File: src/rtl/riscv_pkg.sv
// +----------------------------------------------------------------------------+
// | Module : riscv_pkg                                                         |
// | Brief  : RV32I opcode/field constants and core control FSM enumerations.   |
// | Rev    : 1.0  initial release                                              |
// +----------------------------------------------------------------------------+
`default_nettype none

package riscv_pkg;

    localparam logic [6:0] c_OPC_LOAD   = 7'b0000011;
    localparam logic [6:0] c_OPC_OP_IMM = 7'b0010011;
    localparam logic [6:0] c_OPC_STORE  = 7'b0100011;
    localparam logic [6:0] c_OPC_OP     = 7'b0110011;
    localparam logic [6:0] c_OPC_BRANCH = 7'b1100011;
    localparam logic [6:0] c_OPC_JALR   = 7'b1100111;
    localparam logic [6:0] c_OPC_JAL    = 7'b1101111;

    localparam int c_OPC_MSB = 6;
    localparam int c_OPC_LSB = 0;
    localparam int c_RD_MSB  = 11;
    localparam int c_RD_LSB  = 7;

    localparam logic [4:0] c_X0 = 5'd0;

    typedef enum logic [2:0] {
        ST_IDLE      = 3'd0,
        ST_FETCH     = 3'd1,
        ST_DECODE    = 3'd2,
        ST_EXECUTE   = 3'd3,
        ST_MEMORY    = 3'd4,
        ST_WRITEBACK = 3'd5,
        ST_TRAP      = 3'd6
    } ctrl_state_t;

    typedef enum logic [1:0] {
        PC_PLUS4 = 2'd0,
        PC_REL   = 2'd1,
        PC_RS1   = 2'd2
    } pc_sel_t;

    typedef enum logic [1:0] {
        WB_ALU  = 2'd0,
        WB_LOAD = 2'd1,
        WB_PC4  = 2'd2
    } wb_sel_t;

    function automatic logic is_legal_opcode(input logic [6:0] opc);
        logic legal;
        legal = 1'b0;
        case (opc)
            c_OPC_OP, c_OPC_OP_IMM, c_OPC_LOAD, c_OPC_STORE,
            c_OPC_BRANCH, c_OPC_JAL, c_OPC_JALR: legal = 1'b1;
            default:                             legal = 1'b0;
        endcase
        return legal;
    endfunction

endpackage

`default_nettype wire

File: src/rtl/wait_timer.sv
// +----------------------------------------------------------------------------+
// | Module : wait_timer                                                        |
// | Brief  : 8-bit saturating handshake wait counter; expired at MEM_TIMEOUT-1.|
// | Rev    : 1.0  initial release                                              |
// +----------------------------------------------------------------------------+
`default_nettype none

module wait_timer #(
    parameter int MEM_TIMEOUT = 16
) (
    input  logic clk,
    input  logic rst_n,
    input  logic clear,
    input  logic enable,
    output logic expired
);

    logic [7:0] count_q, count_d;

    assign expired = (count_q == 8'(MEM_TIMEOUT - 1));

    always_comb begin
        count_d = count_q;
        if (clear) begin
            count_d = 8'd0;
        end else if (enable && !expired) begin
            count_d = count_q + 8'd1;
        end
    end

    always_ff @(posedge clk or negedge rst_n) begin
        if (!rst_n) begin
            count_q <= 8'd0;
        end else begin
            count_q <= count_d;
        end
    end

endmodule

`default_nettype wire

File: src/rtl/core_control.sv
// +----------------------------------------------------------------------------+
// | Module : core_control                                                      |
// | Brief  : Multi-cycle RV32I control FSM. Define CORE_CONTROL_TIMEOUT_EN to  |
// |          trap on memory handshakes exceeding MEM_TIMEOUT cycles.           |
// | Rev    : 1.0  initial release                                              |
// +----------------------------------------------------------------------------+
`default_nettype none

module core_control
    import riscv_pkg::*;
#(
    parameter int MEM_TIMEOUT = 16
) (
    input  logic        clk,
    input  logic        rst_n,
    input  logic [31:0] instr_i,
    output logic        imem_req_o,
    input  logic        imem_ready_i,
    output logic        dmem_req_o,
    output logic        dmem_we_o,
    input  logic        dmem_ready_i,
    input  logic        branch_taken_i,
    output logic        ir_we_o,
    output logic        pc_we_o,
    output logic [1:0]  pc_sel_o,
    output logic        alu_src_imm_o,
    output logic        rf_we_o,
    output logic [1:0]  rf_wsel_o,
    output logic        retired_o,
    output logic        illegal_o,
    output logic        bus_error_o
);

    ctrl_state_t state_q, state_d;
    logic [6:0]  opcode_q, opcode_d;
    logic [4:0]  rd_q, rd_d;
    logic        illegal_q, illegal_d;
    logic        w_expired;
    logic        w_unused_instr;
    pc_sel_t     w_pc_sel;
    wb_sel_t     w_wb_sel;

    // Only opcode and rd are consumed here; the datapath decodes the rest.
    assign w_unused_instr = ^instr_i[31:c_RD_MSB+1];

    if ((MEM_TIMEOUT < 2) || (MEM_TIMEOUT > 255)) begin : g_mem_timeout_range
        $error("core_control: MEM_TIMEOUT must be within 2..255");
    end

    always_comb begin
        state_d       = state_q;
        opcode_d      = opcode_q;
        rd_d          = rd_q;
        illegal_d     = illegal_q;
        imem_req_o    = 1'b0;
        dmem_req_o    = 1'b0;
        dmem_we_o     = 1'b0;
        ir_we_o       = 1'b0;
        pc_we_o       = 1'b0;
        w_pc_sel      = PC_PLUS4;
        alu_src_imm_o = 1'b0;
        rf_we_o       = 1'b0;
        w_wb_sel      = WB_ALU;
        retired_o     = 1'b0;

        case (state_q)
            ST_IDLE: begin
                state_d = ST_FETCH;
            end
            ST_FETCH: begin
                imem_req_o = 1'b1;
                if (imem_ready_i) begin
                    ir_we_o  = 1'b1;
                    opcode_d = instr_i[c_OPC_MSB:c_OPC_LSB];
                    rd_d     = instr_i[c_RD_MSB:c_RD_LSB];
                    state_d  = ST_DECODE;
                end else if (w_expired) begin
                    state_d = ST_TRAP;
                end
            end
            ST_DECODE: begin
                if (is_legal_opcode(opcode_q)) begin
                    state_d = ST_EXECUTE;
                end else begin
                    illegal_d = 1'b1;
                    state_d   = ST_TRAP;
                end
            end
            ST_EXECUTE: begin
                alu_src_imm_o = (opcode_q == c_OPC_OP_IMM) || (opcode_q == c_OPC_LOAD) ||
                                (opcode_q == c_OPC_STORE)  || (opcode_q == c_OPC_JALR);
                if (opcode_q == c_OPC_BRANCH) begin
                    pc_we_o   = 1'b1;
                    w_pc_sel  = branch_taken_i ? PC_REL : PC_PLUS4;
                    retired_o = 1'b1;
                    state_d   = ST_FETCH;
                end else if ((opcode_q == c_OPC_LOAD) || (opcode_q == c_OPC_STORE)) begin
                    state_d = ST_MEMORY;
                end else begin
                    state_d = ST_WRITEBACK;
                end
            end
            ST_MEMORY: begin
                dmem_req_o = 1'b1;
                dmem_we_o  = (opcode_q == c_OPC_STORE);
                if (dmem_ready_i) begin
                    if (opcode_q == c_OPC_STORE) begin
                        pc_we_o   = 1'b1;
                        retired_o = 1'b1;
                        state_d   = ST_FETCH;
                    end else begin
                        state_d = ST_WRITEBACK;
                    end
                end else if (w_expired) begin
                    state_d = ST_TRAP;
                end
            end
            ST_WRITEBACK: begin
                rf_we_o   = (rd_q != c_X0);
                pc_we_o   = 1'b1;
                retired_o = 1'b1;
                state_d   = ST_FETCH;
                if (opcode_q == c_OPC_LOAD) begin
                    w_wb_sel = WB_LOAD;
                end else if ((opcode_q == c_OPC_JAL) || (opcode_q == c_OPC_JALR)) begin
                    w_wb_sel = WB_PC4;
                end
                if (opcode_q == c_OPC_JAL) begin
                    w_pc_sel = PC_REL;
                end else if (opcode_q == c_OPC_JALR) begin
                    w_pc_sel = PC_RS1;
                end
            end
            ST_TRAP: begin
                state_d = ST_TRAP;
            end
            default: begin
                state_d = ST_IDLE;
            end
        endcase
    end

    assign pc_sel_o  = w_pc_sel;
    assign rf_wsel_o = w_wb_sel;
    assign illegal_o = illegal_q;

    always_ff @(posedge clk or negedge rst_n) begin
        if (!rst_n) begin
            state_q   <= ST_IDLE;
            opcode_q  <= 7'd0;
            rd_q      <= 5'd0;
            illegal_q <= 1'b0;
        end else begin
            state_q   <= state_d;
            opcode_q  <= opcode_d;
            rd_q      <= rd_d;
            illegal_q <= illegal_d;
        end
    end

`ifdef CORE_CONTROL_TIMEOUT_EN
    logic w_wait_active;
    logic bus_error_q, bus_error_d;

    assign w_wait_active = ((state_q == ST_FETCH)  && !imem_ready_i) ||
                           ((state_q == ST_MEMORY) && !dmem_ready_i);

    // Any state change restarts the count, so each wait phase starts from zero.
    wait_timer #(
        .MEM_TIMEOUT (MEM_TIMEOUT)
    ) u_wait_timer (
        .clk     (clk),
        .rst_n   (rst_n),
        .clear   (state_d != state_q),
        .enable  (w_wait_active),
        .expired (w_expired)
    );

    always_comb begin
        bus_error_d = bus_error_q | (w_wait_active & w_expired);
    end

    always_ff @(posedge clk or negedge rst_n) begin
        if (!rst_n) begin
            bus_error_q <= 1'b0;
        end else begin
            bus_error_q <= bus_error_d;
        end
    end

    assign bus_error_o = bus_error_q;
`else
    assign w_expired   = 1'b0;
    assign bus_error_o = 1'b0;
`endif

endmodule

`default_nettype wire

File: config.mk
export PLATFORM = sky130hd
export DESIGN_NAME = core_control
export DESIGN_NICKNAME = d
export VERILOG_FILES = /design/src/rtl/riscv_pkg.sv /design/src/rtl/wait_timer.sv /design/src/rtl/core_control.sv
export SDC_FILE = /design/constraint.sdc
export NUM_CORES = 1
export LEC_CHECK = 0
export ABC_AREA = 1
export BUFFER_PORTS_ARGS = -buffer_cell sky130_fd_sc_hd__buf_2
export CAP_MARGIN = 20
export CORE_UTILIZATION = 43
export DETAILED_ROUTE_END_ITERATION = 7
export GPL_ROUTABILITY_DRIVEN = 0
export PLACE_DENSITY = 0.77
export SETUP_SLACK_MARGIN = 0.15
export SLEW_MARGIN = 20
export SYNTH_ARGS = -nofsm -noshare
export SYNTH_HDL_FRONTEND = slang
export SYNTH_SLANG_ARGS = --single-unit
File: constraint.sdc
create_clock -name clk -period 1.9 [get_ports clk]
set_clock_uncertainty 0.2 [all_clocks]
set_input_delay 0.095 -clock clk [delete_from_list [all_inputs] [get_ports clk]]
set_output_delay 0.095 -clock clk [all_outputs]
set_load 0.05 [all_outputs]
# Word level (Yosys, flattened, before mapping)
# Index checks and enable logic that the tools add are counted.
[totals] regBits=16 in_bits=37 output_inout_bits=14 elab_cells=60
[op_classes] eq_ne=15 muxes=28 bitwise_logic=1 n_reduce_logical=12
[ops] op="7-bit == test (second input constant)" count=3
[ops] op="3-bit one-hot mux with 6 select lines" count=1
[ops] op="1-bit two-way mux" count=15
[ops] op="3-bit two-way mux" count=5
[ops] op="7-bit by 6-bit == test with 1-bit output (second input constant)" count=2
[ops] op="2-bit two-way mux" count=5
[ops] op="3-bit == test (second input constant)" count=3
[ops] op="7-bit by 2-bit == test with 1-bit output (second input constant)" count=1
[ops] op="7-bit by 5-bit == test with 1-bit output (second input constant)" count=1
[ops] op="7-bit OR reduction" count=1
[ops] op="3-bit by 2-bit == test with 1-bit output (second input constant)" count=2
[ops] op="2-bit AND reduction" count=3
[ops] op="1-bit logical OR" count=5
[ops] op="5-bit nonzero test" count=1
[ops] op="2-bit != test (second input constant)" count=2
[ops] op="2-bit one-hot mux with 2 select lines" count=1
[ops] op="3-bit by 1-bit == test with 1-bit output (second input constant)" count=1
[ops] op="3-bit logical NOT" count=1
[ops] op="1-bit one-hot mux with 3 select lines" count=1
[ops] op="2-bit OR reduction" count=1
[ops] op="1-bit inverter" count=1

# Logic depth before layout (Yosys ltp)
[depth] depth_word=6 depth_mapped=11 ltp_nobuf=11

# Worst setup path after synthesis
# OpenSTA, ideal clock, no wires.
[synth_path] path_kind="register to output" startpoint="register state_q[1]" endpoint="output port retired_o" arrival_ps=2427 required_time_ps=1605 setup_slack_ps=-822 stages_incl_launch_ff=9 path_buffers=1 path_cell_list="dfrtp_1 > inv_2 > nand2_2 > nor2_4 > inv_2 > nor2_1 > nand2_1 > nand3_1 > buf_4"
[synth_via] elab_chain_cells=2 elab_cells_between_ends=4 cone_classes="eq/ne: 3; mux: 1"
[synth_lines] item="start, declared" line_no="core_control.sv:34" source="ctrl_state_t state_q, state_d;"
[synth_lines] item="start signal, assigned" line_no="core_control.sv:154" source="state_q <= state_d;"
[synth_lines] item="3-bit == test or 3-bit by 2-bit == test with 1-bit output (tied branches)"
[synth_lines] item="1-bit one-hot mux with 3 select lines (*)"
[synth_lines] item="end, declared" line_no="core_control.sv:29" source="output logic retired_o,"
# Every way passes the cells marked *; elsewhere a longest branch is shown, timed or not.

# Worst setup path in the final report
[layout_path] startpoint="register opcode_q[5]" endpoint="output port pc_sel_o[0]"
[layout_via] elab_chain_cells=3 elab_cells_between_ends=5 cone_classes="eq/ne: 2; mux: 3"
[layout_lines] item="start, declared" line_no="core_control.sv:35" source="logic [6:0] opcode_q, opcode_d;"
[layout_lines] item="start signal, assigned" line_no="core_control.sv:155" source="opcode_q <= opcode_d;"
[layout_lines] item="7-bit == test (on tied branches)" line_no="core_control.sv:128, core_control.sv:92"
[layout_lines] item="2-bit two-way mux or 1-bit two-way mux (tied branches)" line_no="core_control.sv:128, core_control.sv:92"
[layout_lines] item="2-bit one-hot mux with 2 select lines (*)" line_no="core_control.sv:66" source="case (state_q)"
[layout_lines] item="end, declared" line_no="core_control.sv:25" source="output logic [1:0] pc_sel_o,"
# Marked as above.

==> out/metrics.cfg <==
[detailed_routing]
ant_nets = 0
vias = 1120
drc = 0
dr.pass1.iters = 6
via_per_inst = 5.02
drt_iter0_markers = 11
drt_wl_total_um = 2780
avgRoutedWirePerCell_um = 12.5

[logic_synthesis]
synth_area_um2 = 940
avgSynthCellArea_um2 = 6.91
synth.distinct_cells = 22
synth-seq-area-share_pct = 42.6
yosys_warnings = 0
synth_seq_cells = 16
synthCells = 136
synth_nets = 173

[final_layout]
post-route-util_pct = 80.1
final_common_cell = nand2_1
fin_area_um2 = 1600
finalNetCount = 235
diodes = 0
final_cell_mix = nand2_1 (44), buf_2 (18), buf_4 (18)
drive_above_1_share_pct = 45.9
syn_to_final_growth_pct = 70.6

[placed_design]
port_buffers = 29
dp_slack_ns = 0.181
place_area_um2 = 1120
dp_hpwl_um = 1470

[global_route]
grt_max_degree = 19
grt_pass1_vias = 1112
overflow = 0
track_usage_pct = 24.2
antenna_found_initial = 0
grt_pass1_wl_um = 4390

[worst_setup_path]
startpoint_type = register
path_max_fanout = 4
r2r-start = opcode_q[2]
worst_r2r_path_depth = 11
crit_type = register to output port
cp.required_ns = 1.60
r2r-end = state_q[2]
ff2ff_setup_slack_ns = 0.21
worstPathArrival_ns = 1.53
crit_path_end_kind = output port

[power]
ir_worst_vdd_uv = 937
p_leak_nw = 0.813
power_density_nw_per_um2 = 1370
power_w = 0.00219

[clock_tree]
cts_buffer_depth = 2
clk_pin_slew_ns = 0.08
clock_latency_ns = 0.29
cts_tree = built
cts_num_sinks = 16
htree_levels = 1
cts_buffers = 3
cts-root-buf = clkbuf_4

[status]
status = complete, no violations

[timing]
fmax_mhz = 547
min_period_over_period_pct = 96.2
setup_ws_ns = 0.0723
hold_violations = 0
slew_violations = 0
rsz0062_at_grt = true
fin_crit_ns = 1.83
setup_viol = 0

[die]
die_x_um = 48.7
die_h_um = 48.7
dieArea_um2 = 2380
core_area_um2 = 2000
rows = 16
ioPinCount = 51
initial_core_util_pct = 46.9

[flow_run]
cap_viol_max_count = 0

[worst_hold_path]
min_path_type = primary input to asynchronous set/reset pin

## synth_stat cells
cell type	count	area, um^2
o21ai_0	1	5.00
nor2_1	17	63.8
o41ai_1	1	8.76
a21oi_1	3	15.0
nand2_1	52	195
nand2_2	2	12.5
nand3_1	8	40.0
o22ai_1	1	6.26
a31oi_1	1	6.26
clkinv_1	1	3.75
o21ai_1	4	20.0
or2_1	1	6.26
inv_2	10	37.5
nor2_8	1	20.0
or2_0	1	6.26
nor2_4	2	22.5
buf_6	1	11.3
inv_1	9	33.8
nor4_1	1	6.26
dfrtp_1	16	400
conb_1	1	3.75
buf_4	2	15.0
## final cells by class
class | instances | area (um^2)
inverters | 20 | 78.8
clock buffers | 3 | 22.5
repair buffers | 60 | 480
well taps | 27 | 33.8
multi-input cells | 97 | 586
fillers | 127 | 399
flip-flops and latches | 16 | 402
## logic make-up after synthesis
family	synth area share, %
other	0.399
buffers and inverters	10.8
flip-flops	42.6
AND/OR/NAND/NOR	39.7
AO/OA/AOI/OAI	6.52
## power by group
part	internal [W]	total (W)	switching, W
clock network	0.0000738	0.000174	0.000100
registers	0.000497	0.000622	0.000126
logic	0.000537	0.00140	0.000859
total	0.00111	0.00219	0.00109
## critical path, cell delays in order, from the launching register on
cell	delay, ns
dfrtp_1	0.45
nand2_4	0.10
nor2_4	0.15
nand2_2	0.08
clkinv_2	0.07
nand3_4	0.09
o22ai_4	0.12
buf_6	0.18
## worst max path at each step
stage                  endpoint         from  cells past startpoint  slack, ns
detailed placement    retired_o  opcode_q[3]                      8       0.18
global route        pc_sel_o[0]  opcode_q[5]                      7      -0.01
CTS                   retired_o  opcode_q[2]                      8       0.08
floorplan             retired_o   state_q[1]                      8      -0.10
finish              pc_sel_o[0]  opcode_q[5]                      7       0.07
global placement      retired_o  opcode_q[2]                      8       0.23
## per-stage QoR
step | setup TNS [ns] | instances | hold slack, ns
finish | 0 | 223 | 0.0328
global route | -0.0321 | 223 | 0.0530
CTS | 0 | 217 | 0.0441
detailed placement | 0 | 189 | -0.176
global placement | 0 | 189 | -0.183
floorplan | -0.223 | 136 | -0.401
## routing by layer
layer | global-route usage (%) | share of wire (%) | up-vias
met5 | 0 | 0 | -
met4 | 14.7 | 3.6 | 0
met3 | 4.72 | 5.2 | 13
met2 | 45.1 | 54 | 47
met1 | 24.5 | 37 | 523
li1 | - | - | 537
## flip-flops by register name, summed over array words and instances, names as in the netlist
name,count
illegal_o,1
opcode_q,7
rd_q,5
state_q,3
## repair_timing
item / CTS / global route
hold buffers: 15 / 0
endpoints found under the setup margin: 10 / 19
gates resized for setup: 30 / 24
hold endpoints to repair: 30 / 0
pin swaps: 12 / 8
buffers inserted: 10 / 6
Power figures use the tool's default switching activity.
